### src/rtl/dm_arbiter.sv
// Shares the single-port data memory between the CPU DM stage and an external requester.
// The CPU wins by default; a starvation counter forces one external cycle after MAX_WAIT losses.
module dm_arbiter #(
  parameter int ADDR_W   = 16,
  parameter int DATA_W   = 32,
  parameter int MAX_WAIT = 4
) (
  input  logic              clk,
  input  logic              rst_n,
  input  logic              cpu_re,
  input  logic              cpu_we,
  input  logic [ADDR_W-1:0] cpu_addr,
  input  logic [DATA_W-1:0] cpu_wdata,
  output logic [DATA_W-1:0] cpu_rdata,
  output logic              cpu_stall,
  input  logic              ext_req,
  input  logic              ext_we,
  input  logic [ADDR_W-1:0] ext_addr,
  input  logic [DATA_W-1:0] ext_wdata,
  output logic              ext_gnt,
  output logic [DATA_W-1:0] ext_rdata,
  output logic              ext_rvalid,
  output logic              mem_re,
  output logic              mem_we,
  output logic [ADDR_W-1:0] mem_addr,
  output logic [DATA_W-1:0] mem_wdata,
  input  logic [DATA_W-1:0] mem_rdata
);

  localparam logic [3:0] WAIT_LIMIT = 4'(MAX_WAIT);

  logic       cpu_act;
  logic       ext_win;
  logic       cpu_own;
  logic [3:0] wait_cnt_reg;
  logic [3:0] wait_cnt_next;
  logic       ext_rd_reg;
  logic       ext_rd_next;

  always_comb begin
    cpu_act = cpu_re | cpu_we;
    ext_win = ext_req & (~cpu_act | (wait_cnt_reg >= WAIT_LIMIT));
    cpu_own = cpu_act & ~ext_win;
  end

  assign ext_gnt   = ext_win;
  assign cpu_stall = ext_win & cpu_act;

  // A simultaneous CPU load+store is a store; the load request is dropped.
  always_comb begin
    mem_re    = 1'b0;
    mem_we    = 1'b0;
    mem_addr  = '0;
    mem_wdata = '0;
    if (cpu_own) begin
      mem_we    = cpu_we;
      mem_re    = cpu_re & ~cpu_we;
      mem_addr  = cpu_addr;
      mem_wdata = cpu_wdata;
    end else if (ext_win) begin
      mem_we    = ext_we;
      mem_re    = ~ext_we;
      mem_addr  = ext_addr;
      mem_wdata = ext_wdata;
    end
  end

  always_comb begin
    wait_cnt_next = '0;
    if (ext_req && !ext_win && (wait_cnt_reg < WAIT_LIMIT))
      wait_cnt_next = wait_cnt_reg + 4'd1;
    else if (ext_req && !ext_win)
      wait_cnt_next = wait_cnt_reg;
    ext_rd_next = ext_win & ~ext_we;
  end

  always_ff @(posedge clk or negedge rst_n) begin
    if (!rst_n) begin
      wait_cnt_reg <= '0;
      ext_rd_reg   <= 1'b0;
    end else begin
      wait_cnt_reg <= wait_cnt_next;
      ext_rd_reg   <= ext_rd_next;
    end
  end

  // Read data is shared; the CPU consumes it in DM_WB, the requester on ext_rvalid.
  assign ext_rvalid = ext_rd_reg;
  assign ext_rdata  = mem_rdata;
  assign cpu_rdata  = mem_rdata;

endmodule

### config.mk
export PLATFORM = sky130hd
export DESIGN_NAME = dm_arbiter
export DESIGN_NICKNAME = d
export VERILOG_FILES = /design/src/rtl/dm_arbiter.sv
export SDC_FILE = /design/constraint.sdc
export NUM_CORES = 1
export LEC_CHECK = 0
export BUFFER_PORTS_ARGS = -buffer_cell sky130_fd_sc_hd__buf_2
export CAP_MARGIN = 20
export CORE_AREA = 2 2 98 100
export DETAILED_ROUTE_END_ITERATION = 6
export DIE_AREA = 0 0 100 102
export PLACE_DENSITY_LB_ADDON = 0.05
export SETUP_SLACK_MARGIN = 0.3
export SLEW_MARGIN = 20
export SYNTH_ARGS = -nofsm -noshare
export SYNTH_HDL_FRONTEND = slang
export SYNTH_SLANG_ARGS = --single-unit
### constraint.sdc
create_clock -name clk -period 2.8 [get_ports clk]
set_input_delay 0.14 -clock clk [delete_from_list [all_inputs] [get_ports clk]]
set_output_delay 0.14 -clock clk [all_outputs]
set_load 0.02 [all_outputs]
## Yosys cells after proc, flatten, opt, wreduce, memory -nomap -nowiden

Index checks and enable logic that the tools add are counted.
W data, S select, Z words.

| storage, ports and cells | value |
|---|---|
| bits in registers | 5 |
| bits in latches | 0 |
| bits in writable memories | 0 |
| bits in read-only memories | 0 |
| bits of input ports | 134 |
| output and inout bits | 117 |
| logic and storage cells | 30 |
| memories | 0 |

| cells by class | value |
|---|---|
| $add $sub $neg | 1 |
| $mul | 0 |
| div/mod/pow operators | 0 |
| magnitude comparators | 2 |
| equal/unequal tests | 1 |
| shift operators | 0 |
| muxes and demuxes | 10 |
| bitwise gates (word level) | 11 |
| reductions and logical operators | 3 |

Operator list:

| operator | count |
|---|---|
| $mux W32 | 2 |
| $mux W16 | 2 |
| $mux W4 | 2 |
| $and A1 B1 Y1 | 5 |
| $add A4 B1 Y4 const B | 1 |
| $ge A4 B3 Y1 const B | 1 |
| $lt A4 B3 Y1 const B | 1 |
| $mux W1 | 4 |
| $not A1 Y1 | 4 |
| $logic_and A1 B1 Y1 | 2 |
| $ne A2 B1 Y1 const B | 1 |
| $or A1 B1 Y1 | 2 |
| $logic_not A1 Y1 | 1 |

## Logic depth before layout (Yosys ltp)

Gate-level depths: netlist (run 1).

| logic depth | value |
|---|---|
| depth after elaboration | 8 |
| gate-level depth with buffers | 5 |

## Worst setup path after synthesis (run 1)

OpenSTA, ideal clock, no wires.

| path | value |
|---|---|
| path type | register to output |
| start | register wait_cnt_reg[2] |
| end | output port mem_addr[0] |
| arrival | 1.235 ns |
| data required time | 2.660 ns |
| path slack | 1.425 ns |
| stages on the path, launching flop included | 6 |
| buffers on the path | 2 |
| path through | dfrtp_1 > o21ai_2 > o21a_1 > buf_6 > buf_6 > a22o_1 |

| between the ends | value |
|---|---|
| longest elaborated chain between the ends | 6 |
| elaborated cells between the ends (all ways) | 7 |
| classes of those cells | order compare (1); mux (2); bitwise (4) |

RTL lines:

| what | RTL line | text |
|---|---|---|
| start: declaration | 35 | `logic [3:0] wait_cnt_reg;` |
| start signal: assignment | 82 | `wait_cnt_reg <= wait_cnt_next;` |
| $ge A4 B3 Y1 (*) | 42 | `ext_win = ext_req & (~cpu_act \| (wait_cnt_reg >= WAIT_LIMIT));` |
| $or A1 B1 Y1 (*) | 42 |  |
| $and A1 B1 Y1 (*) | 42 |  |
| $not A1 Y1 | 43 | `cpu_own = cpu_act & ~ext_win;` |
| $and A1 B1 Y1 | 43 |  |
| $mux W16 (*) | 55 | `if (cpu_own) begin` |
| end: declaration | 25 | `output logic [ADDR_W-1:0] mem_addr,` |

Every way passes the cells marked *; elsewhere a longest branch is shown, timed or not.

## Final worst setup path (run 1)

| path | value |
|---|---|
| start | register wait_cnt_reg[2] |
| end | output port mem_wdata[5] |

| between the ends | value |
|---|---|
| longest elaborated chain between the ends | 6 |
| elaborated cells between the ends (all ways) | 7 |
| classes of those cells | order compare (1); mux (2); bitwise (4) |

RTL lines:

| what | RTL line | text |
|---|---|---|
| $ge A4 B3 Y1 (*) | 42 |  |
| $or A1 B1 Y1 (*) | 42 |  |
| $and A1 B1 Y1 (*) | 42 |  |
| $not A1 Y1 | 43 |  |
| $and A1 B1 Y1 | 43 |  |
| $mux W32 (*) | 55 |  |
| end: declaration | 26 | `output logic [DATA_W-1:0] mem_wdata,` |

Marks and branches as above.

==> results of run 1 <==
-- Yosys cell counts (2+ instances only) --
cell     instances
o21ai_0          2
nor2_1           2
dfrtp_1          5
buf_2            2
buf_6            9
a22o_1          48
and3_1           2
buf_4           64
nor2b_1          3
-- per-stage QoR --
| stage | cells | setup slack (ps) | instance area [µm²] | total power [mW] | hold WS [ps] |
|---|---|---|---|---|---|
| after floorplan | 147 | 1425 | 1260 | 0.4185 | -155.6 |
| after global placement | 340 | 878.4 | 1615 | 0.4405 | -34.07 |
| after detailed placement | 340 | 868.1 | 1615 | 0.4348 | -36.55 |
| after CTS | 345 | 621.8 | 1670 | 0.5754 | 109.7 |
| after global routing | 345 | 511.5 | 1670 | 0.6023 | 116.3 |
| final | 345 | 656.2 | 1670 | 0.5647 | 109.9 |
-- what timing repair did --
| item | 4_1_cts | 5_1_grt |
|---|---|---|
| hold endpoints to repair | 5 | 0 |
| endpoints found under the setup margin | 0 | 0 |
| hold buffers | 1 | 0 |
-- how the worst min path moves through the flow --
stage / endpoint / slack, ps / cells after the start
6_report: ext_rvalid / 110 / 2
5_1_grt: ext_rvalid / 120 / 2
4_1_cts: ext_rvalid / 110 / 2
3_5_place_dp: wait_cnt_reg[3] / -40 / 1
3_3_place_gp: wait_cnt_reg[3] / -30 / 1
2_1_floorplan: ext_rvalid / -160 / 0
-- cell usage in the layout (no fill, tap or decap) --
master | Yosys | routed
a21oi_1 | 1 | 1
a22o_1 | 48 | 48
a32o_1 | 1 | 1
and3_1 | 2 | 2
and3b_1 | 1 | 1
buf_12 | 0 | 1
buf_2 | 2 | 154
buf_4 | 64 | 2
clkbuf_1 | 0 | 1
clkbuf_8 | 0 | 3
conb_1 | 1 | 1
dfrtp_1 | 5 | 5
dlygate4sd3_1 | 0 | 1
ha_1 | 1 | 1
nand2_1 | 1 | 1
nor2_1 | 2 | 2
nor2b_1 | 3 | 3
nor3_1 | 1 | 1
o21a_2 | 0 | 1
o21ai_0 | 2 | 2
o21ai_2 | 1 | 1
o31a_2 | 0 | 1
-- final cells by class --
type	instances	area share [%]
tap	111	8.315
timing repair buffer	158	48.84
sequential	5	7.491
clock buffer	4	2.697
multi-input combinational	67	32.66
-- metal layers --
| layer | vias up | wire, µm | global-route usage (%) |
|---|---|---|---|
| met2 | 84 | 3283 | 20.22 |
| li1 | 649 | - | - |
| met1 | 588 | 2011 | 10.37 |
| met5 | - | 0 | 0 |
| met3 | 14 | 445 | 1.847 |
| met4 | 0 | 68 | 3.056 |
-- report_power, final --
group	switching [mW]	internal, mW	total (mW)
Clock	0.0370	0.0979	0.135
Combinational	0.197	0.156	0.353
Sequential	0.00179	0.0753	0.0770
-- critical path, stage by stage, from the launching register on --
cell,delay (ps)
dfrtp_1,420
o21ai_2,200
o21a_2,480
buf_4,320
a22o_1,180
buf_2,170
-- cells by family after synthesis --
kind of cell,count (synthesis),share of synthesized area (%)
adder cells (fa/ha/maj),1,0.9929
AO/OA/AOI/OAI,55,37.34
flip-flops,5,9.930
buffers and inverters,75,46.97
AND/OR/NAND/NOR,10,4.468
other,1,0.2976
==> flow_summary.yaml, run 1 <==
sta:
  fmax_ghz: 0.4665
  drv_slew: 0
  fin_crit_ps: 2144
  fin_tns_setup_ps: 0
  setup-violations-final: 0
  rsz0062_at_grt: "false"
  fin_skew_ps: 3.202
  finalHoldViolations: 0
  timing.final.crit_share_pct: 76.57
logic_synthesis:
  synth_edf_count: 0
  syn_avg_cell_area_um2: 8.571
  syn-num-nets: 282
  synth_seq_cells: 5
  synth_flop_cell: "dfrtp_1"
  async_flop_share_pct: 100.0
  yosysTopAreaCell: "buf_4"
  synth_top_area_share_pct: 38.13
  syn_inst: 147
  synth_cell_types: 19
  synth.area.top_cells: "buf_4 (38%), a22o_1 (33%), dfrtp_1 (9.9%), buf_6 (8.0%), nor2b_1 (1.5%)"
  ys_warn_count: 0
  seq_area_frac_synth_pct: 9.930
  synthesis.area_um2: 1260
routing:
  wl_mm: 5.809
  drtPass1Iterations: 4
  first_iter_violations: 24
  ant_nets: 0
  route.detailed.drc: 0
  dr_total_vias: 1335
  wl_per_cell_um: 16.84
  vias_per_cell: 3.870
hold_path:
  hold_path.class: "primary input to flop"
  hold_start: "ext_we"
pwr:
  ir_drop_uv: 183.3
  powerDensity_nw_per_um2: 338.1
  p_leak_nw: 0.9757
grt:
  grt_antenna_before_repair: 0
  gr-total-overflow: 0
  grt_use_total_pct: 9.994
  grt_max_degree: 34
  grt_pass1_wl_mm: 7.728
  grt_pass1_vias: 1290
clock_tree:
  insertion_delay_ps: 220
  cts-root-buf: "clkbuf_8"
  cts-htree-levels: 1
  numCtsBuffers: 3
  cts_resized: 0
  clkTransAtPathRegs_ps: 40
  clock_path_buffers: 2
  post-cts-setup-buffers: 0
  cts_tree: "built"
  clock_sinks: 5
finish:
  nNetsFinal: 370
  multiInputGateArea_um2: 545.5
  n_fill_cell: 1054
  area_delta_synth_final_pct: 32.57
  seq_area_um2: 125.1
  final_util_pct: 18.34
  largest_reg_flops: 4
  drive_gt1_share_pct: 69.66
  antennaDiodeCount: 0
die:
  fp.dieW_um: 100
  io_pins: 251
  core_um2: 9109
  die_h_um: 102
  initial_core_util_pct: 13.83
  dieArea_um2: 10200
  placementRows: 35
outcome:
  status: "finished clean"
place:
  hpwl_mm: 4.910
  gp_congestion: 0.7335
  portBuffers: 154
worst_setup_path:
  cp.required_ps: 2660
  path_max_fanout: 24
  worst_setup_path_start_kind: "flop"
  cp-endpoint: "mem_wdata[5]"
  cp-end-kind: "output pin"
  crit_start: "wait_cnt_reg[2]"
  criticalPathCategory: "flop to output pin"
  r2r_cells: 2
  r2r_start: "wait_cnt_reg[2]"
  r2r_slack_ps: 1540
  reg2reg_to: "ext_rvalid"
  cp.arrival_ps: 2000
flow_run:
  max-cap-violations: 0
Note: power is estimated with default switching activity, not from simulation.
==> inputs of run 2 (changes only) <==
- ABC_AREA: unset -> 1
- CORE_AREA: 2 2 98 100 -> 2 2 96 98
- DIE_AREA: 0 0 100 102 -> 0 0 98 100
- clock period: 2.8 -> 2.1 ns (I/O delays scaled with it)
==> run 2 against run 1 <==
  * Sequential share of layout area fell by 0.89 points
  * Critical path depth did not move
  * Total power rose by 33%
  * Sequential power rose by 32%
  * Clock skew fell by 1.7 ps
  * Largest power group unchanged
  * First-iteration DRC count fell by 4.2%
  * Flip-flop and latch count did not move
==> flow_summary.yaml, run 2 <==
outcome:
  status: "finished clean"
worst_setup_path:
  cp.arrival_ps: 1540
  worst_setup_path_start_kind: "flop"
  r2r_slack_ps: 820
  cp-end-kind: "output pin"
  r2r_start: "wait_cnt_reg[2]"
  cpPeakStageDelay_ps: 410
  cp.required_ps: 2000
  criticalPathCategory: "flop to output pin"
  path_max_fanout: 53
  worst_path_max_delay_cell: "dfrtp_1"
  reg2reg_to: "ext_rvalid"
  r2r_cells: 4
  crit_chain: "nor2_2 -> nand2_8 -> nand3b_1 -> nand2_1 -> buf_2"
logic_synthesis:
  synth.area.top_cells: "buf_4 (32%), nand2_1 (25%), nand3_1 (16%), dfrtp_1 (8.3%), buf_6 (7.5%)"
  ys_top_cells_by_count: "nand2_1 (102), buf_4 (64), nand3_1 (49)"
  syn-num-nets: 391
  async_flop_share_pct: 100.0
  synth_top_area_share_pct: 31.89
  synth_cell_types: 22
  synth_edf_count: 0
  synth.most_common_cell: "nand2_1"
  synthesis.area_um2: 1506
  yosysTopAreaCell: "buf_4"
  synth_flop_cell: "dfrtp_1"
  syn_avg_cell_area_um2: 5.885
  syn_inst: 256
  seq_area_frac_synth_pct: 8.306
  synth_seq_cells: 5
  ys_warn_count: 0
place:
  dp.cells: 445
  dpl_cell_area_um2: 1828
  hpwl_mm: 4.117
  gp_congestion: 0.6944
  portBuffers: 154
pwr:
  ir_drop_uv: 225.3
  powerDensity_nw_per_um2: 397.6
  p_leak_nw: 1.245
sta:
  finalHoldViolations: 0
  holdWs_ps: 191.3
  fin_skew_ps: 1.549
  rsz0062_at_grt: "false"
  fin_crit_ps: 1642
  drv_slew: 0
  fmax_ghz: 0.6091
  fin_tns_setup_ps: 0
  setup-violations-final: 0
  timing.final.crit_share_pct: 78.18
die:
  dieArea_um2: 9800
  initial_core_util_pct: 16.95
  core_um2: 8890
  placementRows: 35
  io_pins: 251
  die_h_um: 100
  fp.dieW_um: 98
flow_run:
  max-cap-violations: 0
grt:
  grt_use_total_pct: 9.701
  grt_pass1_wl_mm: 7.907
  grt_antenna_before_repair: 0
  grt_pass1_vias: 1685
  grt_max_degree: 54
  gr-total-overflow: 0
clock_tree:
  clock_path_buffers: 2
  cts-htree-levels: 1
  cts-root-buf: "clkbuf_8"
  insertion_delay_ps: 220
  clkTransAtPathRegs_ps: 30
  numCtsBuffers: 3
  post-cts-setup-buffers: 0
  cts_tree: "built"
  clock_sinks: 5
hold_path:
  min_path_cells: 3
  hold_end: "ext_rvalid"
  hold_path.class: "primary input to flop"
  hold_start: "ext_we"
finish:
  stdcell_area_um2: 1896
  drive_gt1_share_pct: 49.56
  area_delta_synth_final_pct: 25.83
  n_fill_cell: 1078
  antennaDiodeCount: 0
  layoutNonFillerInstCount: 450
  nNetsFinal: 475
  final_cell_mix: "buf_2 (154), nand2_1 (102), nand3_1 (49), inv_1 (5), dfrtp_1 (5)"
  largest_reg_flops: 4
  mostFrequentLayoutCell: "buf_2"
routing:
  wl_per_cell_um: 11.35
  route.detailed.drc: 0
  vias_per_cell: 3.902
  dr_total_vias: 1756
  first_iter_violations: 23
  ant_nets: 0
  drtPass1Iterations: 4
  wl_mm: 5.108
## run 2: cell count changes in the layout (fill, tap and decap cells not counted), sizes merged, moves of 2 or more
cell	before	now
nand2	1	103
inv	0	7
o21ai	3	0
a22o	48	0
nand3	0	49
and3	2	0
nor2b	3	0
## run 2: worst max-delay path: cells and delay by family, from the launching register on
kind	cells	cell delay, ps
buf+inv	1	150
simple gates	4	760
flops	1	410
## run 2: how the worst max path moves through the flow
stage | slack (ps) | endpoint | from
6_report | 460 | mem_re | wait_cnt_reg[2]
5_1_grt | 320 | mem_re | wait_cnt_reg[2]
4_1_cts | 330 | mem_re | wait_cnt_reg[2]
3_5_place_dp | 560 | mem_re | wait_cnt_reg[2]
3_3_place_gp | 590 | mem_re | wait_cnt_reg[2]
2_1_floorplan | 880 | cpu_stall | wait_cnt_reg[2]
## run 2: repair_timing
item                                    CTS  global route
endpoints found under the setup margin    0            27
resized for setup                         0             2
endpoints found under the hold margin     5             0
hold buffers                              1             0
## run 2: power by group
group          switching, mW  total, mW  internal [mW]
clock network         0.0425      0.172          0.130
registers            0.00189      0.102          0.100
logic                  0.294      0.479          0.185
total                  0.338      0.754          0.416
## run 2: kinds of logic after synthesis
kind of cell | after synthesis | synth area share (%)
AO/OA/AOI/OAI | 2 | 1.412
XOR/XNOR | 1 | 0.5815
adder cells (fa/ha/maj) | 1 | 0.8304
buffers and inverters | 87 | 42.77
flip-flops | 5 | 8.306
other | 1 | 0.2489
AND/OR/NAND/NOR | 159 | 45.85
## run 2: per-layer routing
layer  part of all wire, %  routed length (µm)  vias to the layer above  global-route usage, %
met5                     0                   0                        -                      0
met4                   4.7                 241                        0                  5.342
met3                   9.2                 469                       34                  1.880
met2                    54                2778                       89                  19.07
met1                    32                1619                      733                  9.455
li1                      -                   -                      900                      -
## run 2: final cells by class
type | count | area [µm²] | share of cell area, %
Multi-Input combinational cell | 164 | 745.7 | 39.34
Inverter | 7 | 26.28 | 1.386
Clock buffer | 4 | 45.04 | 2.376
Sequential cell | 5 | 125.1 | 6.601
Timing Repair Buffer | 159 | 814.5 | 42.97
Tap cell | 111 | 138.9 | 7.327
## run 2: metrics by stage
| step | power, mW | setup WS, ps | util [%] |
|---|---|---|---|
| 5_1_grt | 0.8282 | 321.1 | 21.32 |
| 2_1_floorplan | 0.5737 | 881.2 | - |
| 3_3_place_gp | 0.5918 | 585.9 | 20.56 |
| 3_5_place_dp | 0.5858 | 561.6 | 20.56 |
| 6_report | 0.7537 | 458.2 | 21.32 |
| 4_1_cts | 0.7659 | 331.7 | 21.18 |
==> inputs of run 3 (changes only) <==
- ABC_AREA: 1 -> 0
- clock period: 2.1 -> 1.7 ns (I/O delays scaled with it)
==> run 3 against run 2 <==
  * Flip-flop and latch count stayed put
  * Hold slack worse by 140 ps
  * Clock skew hardly changed
  * Largest power group unchanged
==> flow_summary.yaml, run 3 (synthesized netlist as in run 1, its figures left out) <==
clock_tree:
  cts_tree: "built"
  insertion_delay_ps: 220
  clock_sinks: 5
  clkTransAtPathRegs_ps: 30
  numCtsBuffers: 3
  clock_path_buffers: 2
  cts-root-buf: "clkbuf_8"
  cts-htree-levels: 1
finish:
  antennaDiodeCount: 0
  area_delta_synth_final_pct: 73.68
  final_util_pct: 24.62
  final_cell_mix: "buf_2 (108), a22o_1 (47), buf_6 (42), buf_4 (9)"
  drive_gt1_share_pct: 72.24
  nNetsFinal: 381
  stdcell_area_um2: 2188
  layoutNonFillerInstCount: 356
  mostFrequentLayoutCell: "buf_2"
  largest_reg_flops: 4
place:
  portBuffers: 154
  dpl_cell_area_um2: 1648
  gp_congestion: 0.6551
  dpl_worst_slack_ps: 189.1
  hpwl_mm: 4.384
  dp.cells: 341
outcome:
  status: "finished clean"
worst_setup_path:
  criticalPathCategory: "flop to output pin"
  worst_setup_path_start_kind: "flop"
  worst_path_max_delay_cell: "dfrtp_1"
  crit_start: "wait_cnt_reg[3]"
  path_max_fanout: 29
  cp-endpoint: "mem_wdata[22]"
  r2r_cells: 3
  reg2reg_to: "ext_rvalid"
  cp-end-kind: "output pin"
  cpPeakStageDelay_ps: 420
  worst-path-buf-inv: 2
  r2r_start: "wait_cnt_reg[3]"
  crit_family: "compound AO/OA/AOI/OAI gates"
  path_depth: 4
  cp.arrival_ps: 1600
  cp.required_ps: 1620
  crit_chain: "o31a_4 -> buf_12 -> a22o_1 -> buf_2"
  r2r_slack_ps: 480
sta:
  finalHoldViolations: 0
  fin_crit_ps: 1688
  setup-violations-final: 0
  fmax_ghz: 0.5926
  timing.final.crit_share_pct: 99.27
  fin_tns_setup_ps: 0
  setup_ws_ps: 12.43
  drv_slew: 0
  rsz0062_at_grt: "true"
  holdWs_ps: 56.27
  fin_skew_ps: 1.593
die:
  die_h_um: 100
  fp.dieW_um: 98
  io_pins: 251
  dieArea_um2: 9800
  initial_core_util_pct: 14.17
  placementRows: 35
  core_um2: 8890
hold_path:
  hold_path.class: "primary input to flop"
grt:
  grt_max_degree: 30
  grt_pass1_vias: 1497
  gr-total-overflow: 0
  grt_use_total_pct: 10.76
  grt_antenna_before_repair: 0
  grt_pass1_wl_mm: 8.286
pwr:
  ir_drop_uv: 136.7
  seq_power_share_pct: 11.0
  p_sw_mw: 0.4320
  comb_power_share_pct: 70.5
  swShare_pct: 37.24
  clockPowerShare_pct: 18.5
  power_mw: 1.160
  internal_power_mw: 0.7281
  p_leak_nw: 1.168
  powerDensity_nw_per_um2: 530.1
routing:
  wl_mm: 5.927
  first_iter_violations: 19
  ant_nets: 0
  dr_total_vias: 1474
  drtPass1Iterations: 4
  vias_per_cell: 4.140
  wl_per_cell_um: 16.65
  route.detailed.drc: 0
flow_run:
  max-cap-violations: 0
[run 3: final cells by class]
type                            instances  area [µm²]
Timing Repair Buffer                  169        1306
Multi-Input combinational cell         67       571.8
Clock buffer                            4       45.04
Sequential cell                         5       126.4
Tap cell                              111       138.9
Fill cell                             984        6701
[run 3: how the worst min path moves through the flow]
| stage | from | endpoint | slack, ps | cells after the start |
|---|---|---|---|---|
| global placement | rst_n | ext_rvalid | -90 | 1 |
| floorplan | rst_n | ext_rvalid | -210 | 0 |
| detailed placement | rst_n | ext_rvalid | -90 | 1 |
| finish | ext_we | ext_rvalid | 60 | 2 |
| global route | ext_we | ext_rvalid | 70 | 2 |
| CTS | ext_we | ext_rvalid | 50 | 2 |
[run 3: what timing repair did]
action | in CTS | in global routing
pin swaps | 4 | 12
endpoints found under the hold margin | 5 | 0
resized for setup | 57 | 40
setup buffers | 4 | 0
hold buffers | 1 | 0
gates cloned | 4 | 2
endpoints found under the setup margin | 50 | 51
[run 3: metal layers]
layer / track usage (%) / share of wire (%) / wire length (µm)
met3: 3.412 / 12 / 687
met2: 19.92 / 49 / 2922
met4: 4.060 / 2.7 / 159
met1: 11.40 / 36 / 2157
met5: 0 / 0 / 0
[run 3: power by group through the flow]
stage	Combinational (mW)	Sequential, mW	Clock (mW)
3_5_place_dp	0.601	0.128	0
5_1_grt	0.867	0.127	0.230
3_3_place_gp	0.610	0.128	0
6_report	0.818	0.127	0.215
4_1_cts	0.758	0.127	0.224
2_1_floorplan	0.560	0.129	0
